File: src/rtl/sdram_refresh_arbiter_if.sv
// Handshake and status bundle between the Z2 bus side (master) and the
// SDRAM refresh arbiter (slave).
interface sdram_refresh_arbiter_if;
  logic       cpu_req;
  logic       cpu_gnt;
  logic       cmd_pre_all;
  logic       cmd_refresh;
  logic       cmd_mrs;
  logic       ready;
  logic [3:0] ref_pending;
  logic       ref_overflow;

  modport master (
    output cpu_req,
    input  cpu_gnt, cmd_pre_all, cmd_refresh, cmd_mrs, ready, ref_pending, ref_overflow
  );

  modport slave (
    input  cpu_req,
    output cpu_gnt, cmd_pre_all, cmd_refresh, cmd_mrs, ready, ref_pending, ref_overflow
  );
endinterface

File: src/rtl/sdram_refresh_arbiter.sv
// SDRAM power-up init, auto-refresh scheduling with bounded debt, and CPU grant.
// Optional macro SDRAM_OPPORTUNISTIC_REFRESH_EN: refresh early when idle and debt-free.
//
// state     | meaning
// ----------+--------------------------------------------------------------
// INIT_WAIT | post-reset idle for INIT_DELAY edges
// INIT_PRE  | PRECHARGE ALL issued, waiting TRP
// INIT_REF1 | first init AUTO REFRESH issued, waiting TRC
// INIT_REF2 | second init AUTO REFRESH issued, waiting TRC
// INIT_MRS  | MODE REGISTER SET issued, waiting TMRD
// IDLE      | array free; one arbitration decision per cycle
// REFRESH   | AUTO REFRESH issued on entry, array busy for TRC cycles
// CPU       | array granted to the Z2 bus while cpu_req stays high
module sdram_refresh_arbiter #(
  parameter int unsigned INIT_DELAY       = 10000,
  parameter int unsigned REFRESH_INTERVAL = 780,
  parameter int unsigned TRP              = 2,
  parameter int unsigned TRC              = 7,
  parameter int unsigned TMRD             = 2,
  parameter int unsigned URGENT_THRESH    = 4,
  parameter int unsigned MAX_PENDING      = 8
) (
  input logic                    MEMCLK,
  input logic                    RESET_n,
  sdram_refresh_arbiter_if.slave bus
);

  localparam int unsigned CW = $clog2(INIT_DELAY + TRP + TRC + TMRD + 1);
  localparam int unsigned TW = (REFRESH_INTERVAL > 1) ? $clog2(REFRESH_INTERVAL) : 1;
  localparam logic [TW-1:0] TIMER_LAST = TW'(REFRESH_INTERVAL - 1);
  localparam logic [3:0]    URGENT     = 4'(URGENT_THRESH);
  localparam logic [3:0]    PEND_MAX   = 4'(MAX_PENDING);
`ifdef SDRAM_OPPORTUNISTIC_REFRESH_EN
  localparam logic [TW-1:0] TIMER_HALF = TW'(REFRESH_INTERVAL / 2);
`endif

  typedef enum logic [2:0] {
    INIT_WAIT,
    INIT_PRE,
    INIT_REF1,
    INIT_REF2,
    INIT_MRS,
    IDLE,
    REFRESH,
    CPU
  } state_t;

  state_t        state_q, state_d;
  logic [CW-1:0] cnt_q, cnt_d;
  logic [TW-1:0] timer_q;
  logic [3:0]    pending_q;
  logic          overflow_q;
  logic          ready_q, ready_d;
  logic          gnt_q, gnt_d;
  logic          pre_q, pre_d;
  logic          ref_q, ref_d;
  logic          mrs_q, mrs_d;
  logic          dec;
  logic          opp_go;
  logic          cnt_done;
  logic          credit;

  assign cnt_done = (cnt_q == '0);

  // Down-counter phase timer: a state entered with cnt=N-1 leaves N edges later.
  always_comb begin
    state_d = state_q;
    cnt_d   = cnt_q;
    ready_d = ready_q;
    gnt_d   = 1'b0;
    pre_d   = 1'b0;
    ref_d   = 1'b0;
    mrs_d   = 1'b0;
    dec     = 1'b0;
    opp_go  = 1'b0;
    case (state_q)
      INIT_WAIT: begin
        if (cnt_done) begin
          state_d = INIT_PRE;
          cnt_d   = CW'(TRP - 1);
          pre_d   = 1'b1;
        end else begin
          cnt_d = cnt_q - CW'(1);
        end
      end
      INIT_PRE: begin
        if (cnt_done) begin
          state_d = INIT_REF1;
          cnt_d   = CW'(TRC - 1);
          ref_d   = 1'b1;
        end else begin
          cnt_d = cnt_q - CW'(1);
        end
      end
      INIT_REF1: begin
        if (cnt_done) begin
          state_d = INIT_REF2;
          cnt_d   = CW'(TRC - 1);
          ref_d   = 1'b1;
        end else begin
          cnt_d = cnt_q - CW'(1);
        end
      end
      INIT_REF2: begin
        if (cnt_done) begin
          state_d = INIT_MRS;
          cnt_d   = CW'(TMRD - 1);
          mrs_d   = 1'b1;
        end else begin
          cnt_d = cnt_q - CW'(1);
        end
      end
      INIT_MRS: begin
        if (cnt_done) begin
          state_d = IDLE;
          ready_d = 1'b1;
        end else begin
          cnt_d = cnt_q - CW'(1);
        end
      end
      IDLE: begin
        // Urgent debt beats the CPU; below threshold the CPU wins ties.
        if ((pending_q >= URGENT) || (!bus.cpu_req && (pending_q != '0))) begin
          state_d = REFRESH;
          cnt_d   = CW'(TRC - 1);
          ref_d   = 1'b1;
          dec     = 1'b1;
        end else if (bus.cpu_req) begin
          state_d = CPU;
          gnt_d   = 1'b1;
        end
`ifdef SDRAM_OPPORTUNISTIC_REFRESH_EN
        else if (timer_q >= TIMER_HALF) begin
          state_d = REFRESH;
          cnt_d   = CW'(TRC - 1);
          ref_d   = 1'b1;
          opp_go  = 1'b1;
        end
`endif
      end
      REFRESH: begin
        if (cnt_done) begin
          state_d = IDLE;
        end else begin
          cnt_d = cnt_q - CW'(1);
        end
      end
      CPU: begin
        if (bus.cpu_req) begin
          gnt_d = 1'b1;
        end else begin
          state_d = IDLE;
        end
      end
      default: begin
        state_d = INIT_WAIT;
        cnt_d   = CW'(INIT_DELAY);
      end
    endcase
  end

  always_ff @(posedge MEMCLK or negedge RESET_n) begin
    if (!RESET_n) begin
      state_q <= INIT_WAIT;
      cnt_q   <= CW'(INIT_DELAY);
      ready_q <= 1'b0;
      gnt_q   <= 1'b0;
      pre_q   <= 1'b0;
      ref_q   <= 1'b0;
      mrs_q   <= 1'b0;
    end else begin
      state_q <= state_d;
      cnt_q   <= cnt_d;
      ready_q <= ready_d;
      gnt_q   <= gnt_d;
      pre_q   <= pre_d;
      ref_q   <= ref_d;
      mrs_q   <= mrs_d;
    end
  end

  // An early refresh that restarts the timer also covers a credit due that cycle.
  assign credit = ready_q && (timer_q == TIMER_LAST) && !opp_go;

  always_ff @(posedge MEMCLK or negedge RESET_n) begin
    if (!RESET_n) begin
      timer_q <= '0;
    end else if (!ready_q || opp_go || (timer_q == TIMER_LAST)) begin
      timer_q <= '0;
    end else begin
      timer_q <= timer_q + TW'(1);
    end
  end

  always_ff @(posedge MEMCLK or negedge RESET_n) begin
    if (!RESET_n) begin
      pending_q  <= '0;
      overflow_q <= 1'b0;
    end else if (credit && !dec) begin
      if (pending_q == PEND_MAX) begin
        overflow_q <= 1'b1;
      end else begin
        pending_q <= pending_q + 4'd1;
      end
    end else if (dec && !credit) begin
      pending_q <= pending_q - 4'd1;
    end
  end

  assign bus.cpu_gnt      = gnt_q;
  assign bus.cmd_pre_all  = pre_q;
  assign bus.cmd_refresh  = ref_q;
  assign bus.cmd_mrs      = mrs_q;
  assign bus.ready        = ready_q;
  assign bus.ref_pending  = pending_q;
  assign bus.ref_overflow = overflow_q;

endmodule

File: src/flat_wrapper.sv
// flat-port wrapper written by rule: the top's interface ports become plain ports
module sdram_refresh_arbiter_flat 
#(
  parameter int unsigned INIT_DELAY       = 10000,
  parameter int unsigned REFRESH_INTERVAL = 780,
  parameter int unsigned TRP              = 2,
  parameter int unsigned TRC              = 7,
  parameter int unsigned TMRD             = 2,
  parameter int unsigned URGENT_THRESH    = 4,
  parameter int unsigned MAX_PENDING      = 8
)
  (MEMCLK, RESET_n, bus_cpu_req, bus_cpu_gnt, bus_cmd_pre_all, bus_cmd_refresh, bus_cmd_mrs, bus_ready, bus_ref_pending, bus_ref_overflow);
  sdram_refresh_arbiter_if bus_i ();
  input logic MEMCLK;
  input logic RESET_n;
  input wire logic [$bits(bus_i.cpu_req)-1:0] bus_cpu_req;
  output wire logic [$bits(bus_i.cpu_gnt)-1:0] bus_cpu_gnt;
  output wire logic [$bits(bus_i.cmd_pre_all)-1:0] bus_cmd_pre_all;
  output wire logic [$bits(bus_i.cmd_refresh)-1:0] bus_cmd_refresh;
  output wire logic [$bits(bus_i.cmd_mrs)-1:0] bus_cmd_mrs;
  output wire logic [$bits(bus_i.ready)-1:0] bus_ready;
  output wire logic [$bits(bus_i.ref_pending)-1:0] bus_ref_pending;
  output wire logic [$bits(bus_i.ref_overflow)-1:0] bus_ref_overflow;
  assign bus_i.cpu_req = bus_cpu_req;
  assign bus_cpu_gnt = bus_i.cpu_gnt;
  assign bus_cmd_pre_all = bus_i.cmd_pre_all;
  assign bus_cmd_refresh = bus_i.cmd_refresh;
  assign bus_cmd_mrs = bus_i.cmd_mrs;
  assign bus_ready = bus_i.ready;
  assign bus_ref_pending = bus_i.ref_pending;
  assign bus_ref_overflow = bus_i.ref_overflow;
  sdram_refresh_arbiter #(.INIT_DELAY(INIT_DELAY), .REFRESH_INTERVAL(REFRESH_INTERVAL), .TRP(TRP), .TRC(TRC), .TMRD(TMRD), .URGENT_THRESH(URGENT_THRESH), .MAX_PENDING(MAX_PENDING)) u_core (.MEMCLK(MEMCLK), .RESET_n(RESET_n), .bus(bus_i));
endmodule
File: config.mk
export PLATFORM = sky130hd
export DESIGN_NAME = sdram_refresh_arbiter_flat
export DESIGN_NICKNAME = d
export VERILOG_FILES = /design/src/rtl/sdram_refresh_arbiter_if.sv /design/src/rtl/sdram_refresh_arbiter.sv /design/src/flat_wrapper.sv
export SDC_FILE = /design/constraint.sdc
export NUM_CORES = 1
export LEC_CHECK = 0
export CORE_UTILIZATION = 30
export DETAILED_ROUTE_END_ITERATION = 16
export GPL_ROUTABILITY_DRIVEN = 1
export PLACE_DENSITY = 0.51
export SLEW_MARGIN = 25
export SYNTH_ARGS = -nofsm -noshare
export SYNTH_HDL_FRONTEND = slang
export SYNTH_SLANG_ARGS = --single-unit
export TNS_END_PERCENT = 20
File: constraint.sdc
create_clock -name MEMCLK -period 2.4 [get_ports MEMCLK]
set_clock_uncertainty 0.2 [all_clocks]
set_input_delay 0.36 -clock MEMCLK [delete_from_list [all_inputs] [get_ports MEMCLK]]
set_output_delay 0.36 -clock MEMCLK [all_outputs]
set_load 0.01 [all_outputs]
==> qor.yml <==
rows: 29
antenna_left: 0
die_x_um: 84.8
drive_above_1_share: 0.335
design.core.area_mm2: 0.00649
first_pass_iters: 11
synth_seq_area_share: 0.454
end_kind: "flop"
ff2ff_path_depth: 8
syn-num-nets: 213
worst-path-buf-inv: 0
hold_viol: 0
clock_power_share: 0.459
switching_power_w: 0.000270
gp_congestion: 0.761
layout_setup_ws_ns: -0.00164
cts.sinks: 37
grt_overflow: 0
ys_warn_count: 0
period_minus_slack_ns: 2.40
ioPinCount: 13
timing.fmax_mhz: 416
r2r_start: "u_core.bus.ref_pending[2]$_DFFE_PN0P_"
clk_pin_slew_worst_paths_ns: 0.09
worst_ep_arrival_time_ns: 2.42
synth_cell_type_count: 54
worst_ep_required_time_ns: 2.42
violations: "DRC, setup timing"
critPathTopFamily: "compound AO/OA/AOI/OAI gates"
cp_slowest_stage_delay_ns: 0.41
fillers: 633
layout.cells.non_filler: 331
synthCells: 204
cts_buffers: 5
avgSynthCellArea_um2: 10.1
maxCapViolations: 0
clk_latency_ns: 0.30
via_per_inst: 5.02
die_h_um: 84.8
synth_edf_count: 0
slew-limit-headroom: 0.733
seqCellArea_um2: 936
drc: 2
synthFlopType: "dfrtp_1"
worstMarginPinSlew_ns: 0.397
dp.final_hpwl_mm: 3.23
startpoint_type: "flop"
leakage_nw: 1.28
worstHoldStart: "u_core.bus.ref_overflow$_DFFE_PN0P_"
r2r_end: "u_core.bus.ref_pending[3]$_DFFE_PN0P_"
pwr-share-comb: 0.027
nets: 262
r2r_slack_ns: -0.002
routed_wl_mm: 4.53
dieArea_mm2: 0.00718
seqPwrFrac: 0.514
setup_viol: 1
grt_max_degree: 38
hold_end: "u_core.bus.ref_overflow$_DFFE_PN0P_"
power.share.switching: 0.221
peakVddDrop_v: 0.000263
setup_tns_ns: -0.00164
fin_crit_sh: 1.00
crit_type: "reg2reg"
crit_path_cell_trace: "or2_4, o211a_1, nand4bb_4, ha_4, a21o_2, a21o_1, mux2_2, o21ai_1"
antenna_found_initial: 0
n_antenna_cell: 0
grt_pass1_vias: 1694
cts-htree-levels: 2
via_count: 1661
routedWlPerCell_um: 13.7
synthToLayoutAreaGrowth_pct: 34.7
slowest_stage: "dfrtp_2"
holdCritPathClass: "reg2reg"
status: "complete, but fails checks"
grtUsageTotal: 0.144
initial_utilization: 0.316
first_iter_violations: 52
clk_path_buf_depth: 2
placed_area_mm2: 0.00254
synth-seq-cells: 37
min_delay_path_depth: 1
dpl.cell_count: 320
powerDensity_mw_per_mm2: 441
p_int_w: 0.000949
grt_setup_unrepaired: "true"
port_buffers: 12
cts_tree: "yes"
drv_slew: 0
path_max_fanout: 4
fin_area_mm2: 0.00277
syn_area_mm2: 0.00205
multi_input_area_mm2: 0.00117
ys_async_sr_fraction: 1.00
grt_pass1_wl_mm: 8.15
cts_root_buffer: "clkbuf_8"
flip-flops by register name (all words and copies together) (netlist names):
signal and flops:
u_core.bus.cmd_refresh 1, u_core.cnt_q 14, u_core.bus.cmd_mrs 1, u_core.bus.cmd_pre_all 1
u_core.bus.ref_pending 4, u_core.state_q 3, u_core.bus.ref_overflow 1, u_core.timer_q 10
u_core.bus.cpu_gnt 1, u_core.bus.ready 1
layer usage:
metal  routed length [µm]  GRT usage  vias up  part of all wire
met3                  111     0.0295        5             0.025
met4                   48     0.0462        0             0.011
met1                 2260      0.200      792              0.50
li1                     -          -      847                 -
met2                 2110      0.224       17              0.47
met5                    0          0        -                 0
cell type report:
class,count,share of cell area
clock buffers,5,0.0249
inverters,6,0.00814
flip-flops and latches,37,0.338
well taps,77,0.0348
clock inverters,3,0.0167
repair buffers,49,0.154
multi-input cells,154,0.423
synth_stat cells, types with 3 or more instances:
cell type	count	area, µm²
a21o_1	3	22.5
a21oi_1	8	40.0
a21oi_2	4	35.0
and3_1	4	25.0
clkbuf_1	3	11.3
dfrtp_1	32	801
dfstp_2	5	131
ha_1	5	62.6
inv_1	6	22.5
mux2_2	3	33.8
nand2_1	14	52.6
nand3_1	5	25.0
nor2_1	19	71.3
nor3_1	3	15.0
nor4_1	5	31.3
o21ai_0	10	50.1
o31ai_1	6	45.0
or3_1	12	75.1
or4_1	5	37.5
xnor2_1	8	70.1
xor2_1	5	43.8
logic make-up after synthesis:
logic type,Yosys count,share of synthesized area
xor gates and xnor gates,13,0.0554
AOI/OAI and AO/OA,44,0.152
muxes,4,0.0213
adders and majority gates,6,0.0402
and+or+nand+nor,87,0.246
DFF,37,0.454
buffers and inverters,13,0.0317
what timing repair did:
item                                    in CTS  in global routing
resized for setup                            7                 10
hold buffers                                 1                  0
hold endpoints to repair                    32                  0
cloned                                       0                  0
endpoints found under the setup margin      14                 21
pin swaps                                    3                  3
setup buffers                                1                  1
through the flow:
stage	util	setup slack [ns]	hold WS, ns	power [W]
finish	0.426	-0.00164	0.263	0.00122
global route	0.426	-0.105	0.288	0.00127
CTS	0.416	-0.0266	0.267	0.00124
detailed placement	0.392	-0.405	0.144	0.000671
global placement	0.392	-0.374	0.145	0.000671
floorplan	-	-0.0683	-0.136	0.000647
power groups by stage:
stage          registers [W]  clock network, W   logic [W]
6_report            0.000626          0.000560   0.0000329
4_1_cts             0.000626          0.000581   0.0000342
2_1_floorplan       0.000638                 0  0.00000904
5_1_grt             0.000627          0.000605   0.0000376
3_3_place_gp        0.000638                 0   0.0000328
3_5_place_dp        0.000638                 0   0.0000329
how the worst max path moves through the flow:
stage,from,to,slack (ns),cells after the start
2_1_floorplan,u_core.bus.ref_pending[0]$_DFFE_PN0P_,u_core.bus.ref_pending[3]$_DFFE_PN0P_,-0.07,8
3_3_place_gp,bus_cpu_req,u_core.bus.ref_pending[3]$_DFFE_PN0P_,-0.37,9
3_5_place_dp,bus_cpu_req,u_core.bus.ref_pending[3]$_DFFE_PN0P_,-0.40,9
4_1_cts,bus_cpu_req,u_core.bus.ref_pending[3]$_DFFE_PN0P_,-0.03,9
5_1_grt,u_core.bus.ref_pending[2]$_DFFE_PN0P_,u_core.bus.ref_pending[3]$_DFFE_PN0P_,-0.11,8
6_report,u_core.bus.ref_pending[2]$_DFFE_PN0P_,u_core.bus.ref_pending[3]$_DFFE_PN0P_,-0.002,8
cells in the final DEF (no fill, tap or decap), types with 6 or more instances in the layout:
| cell | instances |
|---|---|
| o21ai_0 | 9 |
| nand2_1 | 12 |
| xnor2_1 | 8 |
| clkdlybuf4s50_1 | 10 |
| dfrtp_1 | 29 |
| buf_4 | 33 |
| o31ai_1 | 6 |
| nor2_1 | 19 |
| a21oi_1 | 8 |
| inv_1 | 6 |
| or3_1 | 11 |
Power figures use the tool's default switching activity.
==> RTL edit (config.mk and constraints unchanged) <==
Reset style: synchronous (`RESET_n`), changed in 3 clocked blocks.
--- a/src/rtl/sdram_refresh_arbiter.sv
+++ b/src/rtl/sdram_refresh_arbiter.sv
@@ -161,3 +161,3 @@
 
-  always_ff @(posedge MEMCLK or negedge RESET_n) begin
+  always_ff @(posedge MEMCLK) begin
     if (!RESET_n) begin
@@ -184,3 +184,3 @@
 
-  always_ff @(posedge MEMCLK or negedge RESET_n) begin
+  always_ff @(posedge MEMCLK) begin
     if (!RESET_n) begin
@@ -194,3 +194,3 @@
 
-  always_ff @(posedge MEMCLK or negedge RESET_n) begin
+  always_ff @(posedge MEMCLK) begin
     if (!RESET_n) begin
Formal check against the unedited RTL: no difference found for any inputs over 10 cycles, from zero or initial values and one cycle with RESET_n low; that may be too few to reach the edited logic, so the function may still have changed.
==> RTL edit against the original RTL <==
- wire length rose by 9.1%
- worst hold slack improved by 22 ps
- design area fell by 1.1%
- worst setup slack improved by 8.1 ps
- sequential cell count did not move
- synthesized cell count rose by 13%
- area after synthesis fell by 4.9%
Power is not compared: it rests on default switching activity, and its combinational part moved more than twofold at a synthesized area within 25%.
==> RTL edit: results (changes against the original RTL) <==
Global route
  • Initial antenna violation count: 0 (unchanged)
  • First-pass GRT wire length: 8470 microns (+4.0%)
  • Largest net degree at the start of global routing: 13 (-66%)
  • GRT met3 Usage: 3.63% (+0.68 points)
  • Met1 Resource Use GR: 22.1% (+2.1 points)
  • Vias in the first global route: 1,781 (+5.1%)
  • GRT Overall Usage: 16.5% (+2.1 points)
  • Met2 Track Usage GR: 25.4% (+3.0 points)

Yosys
  • Net Count, Synth: 239 (+12%)
  • Synth area leaders: dfxtp_1 38%, nor2_1 5.6%, a21oi_1 4.9%
  • XOR/XNOR share of the synthesized area: 4.93% (-0.61 points)
  • Synth unique cells: 58 (+7.4%)
  • Yosys Warn Count: 0 (unchanged)
  • Sequential element share of the synthesized area: 37.9% (-7.5 points)
  • Synth Area in Adders: 3.59% (-0.43 points)
  • Async set-reset flop share out of synthesis: 0% (-100 points)
  • Post-synth top cells: 37 x dfxtp_1, 29 x nor2_1, 21 x nand2_1
  • Mux cell area share after synthesis: 1.60% (-0.53 points)
  • Post-synthesis compound-gate area fraction: 20.4% (+5.3 points)

Finish
  • Largest Register: u_core.cnt_q
  • Layout cells sized above 1: 28.5% (-5.0 points)
  • NumNets Final: 302 (+15%)
  • # fillers: 652 (+3.0%)
  • Ant diodes: 0 (unchanged)
  • Max FFs per register: 14 (unchanged)

Route
  • Post-DRT Antenna Nets: 0 (unchanged)
  • Initial DRC count: 90 (+73%)
  • Initial DRT Pass Iterations: 4 (-7)
  • DR vias: 1,882 (+13%)
  • Routed WL: 4940 microns (+9.1%)

Clock tree
  • Clk slew on worst S/H paths: around 80 ps
  • Clock Root Buffer: clkbuf_8
  • Worst-case clock buffer depth: 2 (unchanged)
  • Worst-Skew Late Latency: 300 ps (about the same)

Setup path
  • Worst-path fanout max: 3 (-1)
  • CP Data Arrival Time: 2420 ps (about the same)
  • Critical Path Source: bus_cpu_req
  • Reg2reg start: u_core.timer_q[5]

Power
  • Leakage: ~1.1 nW
  • Peak VDD IR: between 300 and 400 uV

Placement
  • IO Port Bufs: 12 (unchanged)
  • DP HPWL: 3680 microns (+14%)
  • Post-place setup slack: -357 ps (+47.6 ps)
  • Placer Congestion: 0.748 (-1.8%)

Worst hold path
  • Hold WC Path Type: flip-flop to flip-flop
  • Min-delay src: u_core.bus.ref_overflow

STA
  • Least-Margin Pin Slew: 462 ps (+64.9 ps)
  • Final setup vio count: 0 (-1)

Status
  • Status: completed
-- RTL edit: timing repair --
| action | 4_1_cts | 5_1_grt |
|---|---|---|
| pin swaps | 4 | 3 |
| resized for setup | 1 | 3 |
| setup endpoints to repair | 1 | 10 |
| hold buffers | 0 | 0 |
| setup buffers | 2 | 3 |
-- RTL edit: path summary, 6_finish.rpt --
| kind | endpoint | depth (start not counted) | slack (ps) |
|---|---|---|---|
| max reg2reg | u_core.bus.ref_pending[3] | 9 | 7 |
| min reg2reg | u_core.bus.ref_overflow | 2 | 290 |
| min | u_core.bus.ref_overflow | 2 | 290 |
| max | u_core.bus.ref_pending[3] | 10 | 7 |
-- RTL edit: final cells by class --
type | count | area, sq um | area share, %
clock buffer | 5 | 68.8 | 2.51
sequential | 37 | 744 | 27.2
tap | 77 | 96.3 | 3.52
clock inverter | 3 | 65.1 | 2.38
inverter | 6 | 22.5 | 0.823
multi-input combinational | 180 | 1230 | 44.9
timing repair buffer | 64 | 510 | 18.7
-- RTL edit: routing by layer --
metal	vias to the layer above	routed length, microns
met5	-	0
met4	0	103
met3	8	142
met2	24	2150
met1	882	2550
li1	968	-
-- RTL edit: critical path, stage by stage --
cell and delay [ps]:
clkdlybuf4s50_1 480, o21ba_2 190, o21ai_4 170, nand2_4 80
ha_4 210, a21o_1 160, a21o_1 160, or3_1 330
a21o_1 170, a21oi_1 110
-- RTL edit: power breakdown --
group / total, W / switching (W) / internal [W]
registers: 0.000661 / 0.0000256 / 0.000635
clock network: 0.000649 / 0.000236 / 0.000413
logic: 0.000183 / 0.0000923 / 0.0000908
-- RTL edit: metrics by stage --
stage	hold WS (ps)	area (sq um)	instances
finish	285	2740	372
global route	320	2740	372
CTS	294	2700	369
detailed placement	264	2550	359
global placement	263	2550	359
floorplan	204	2020	231
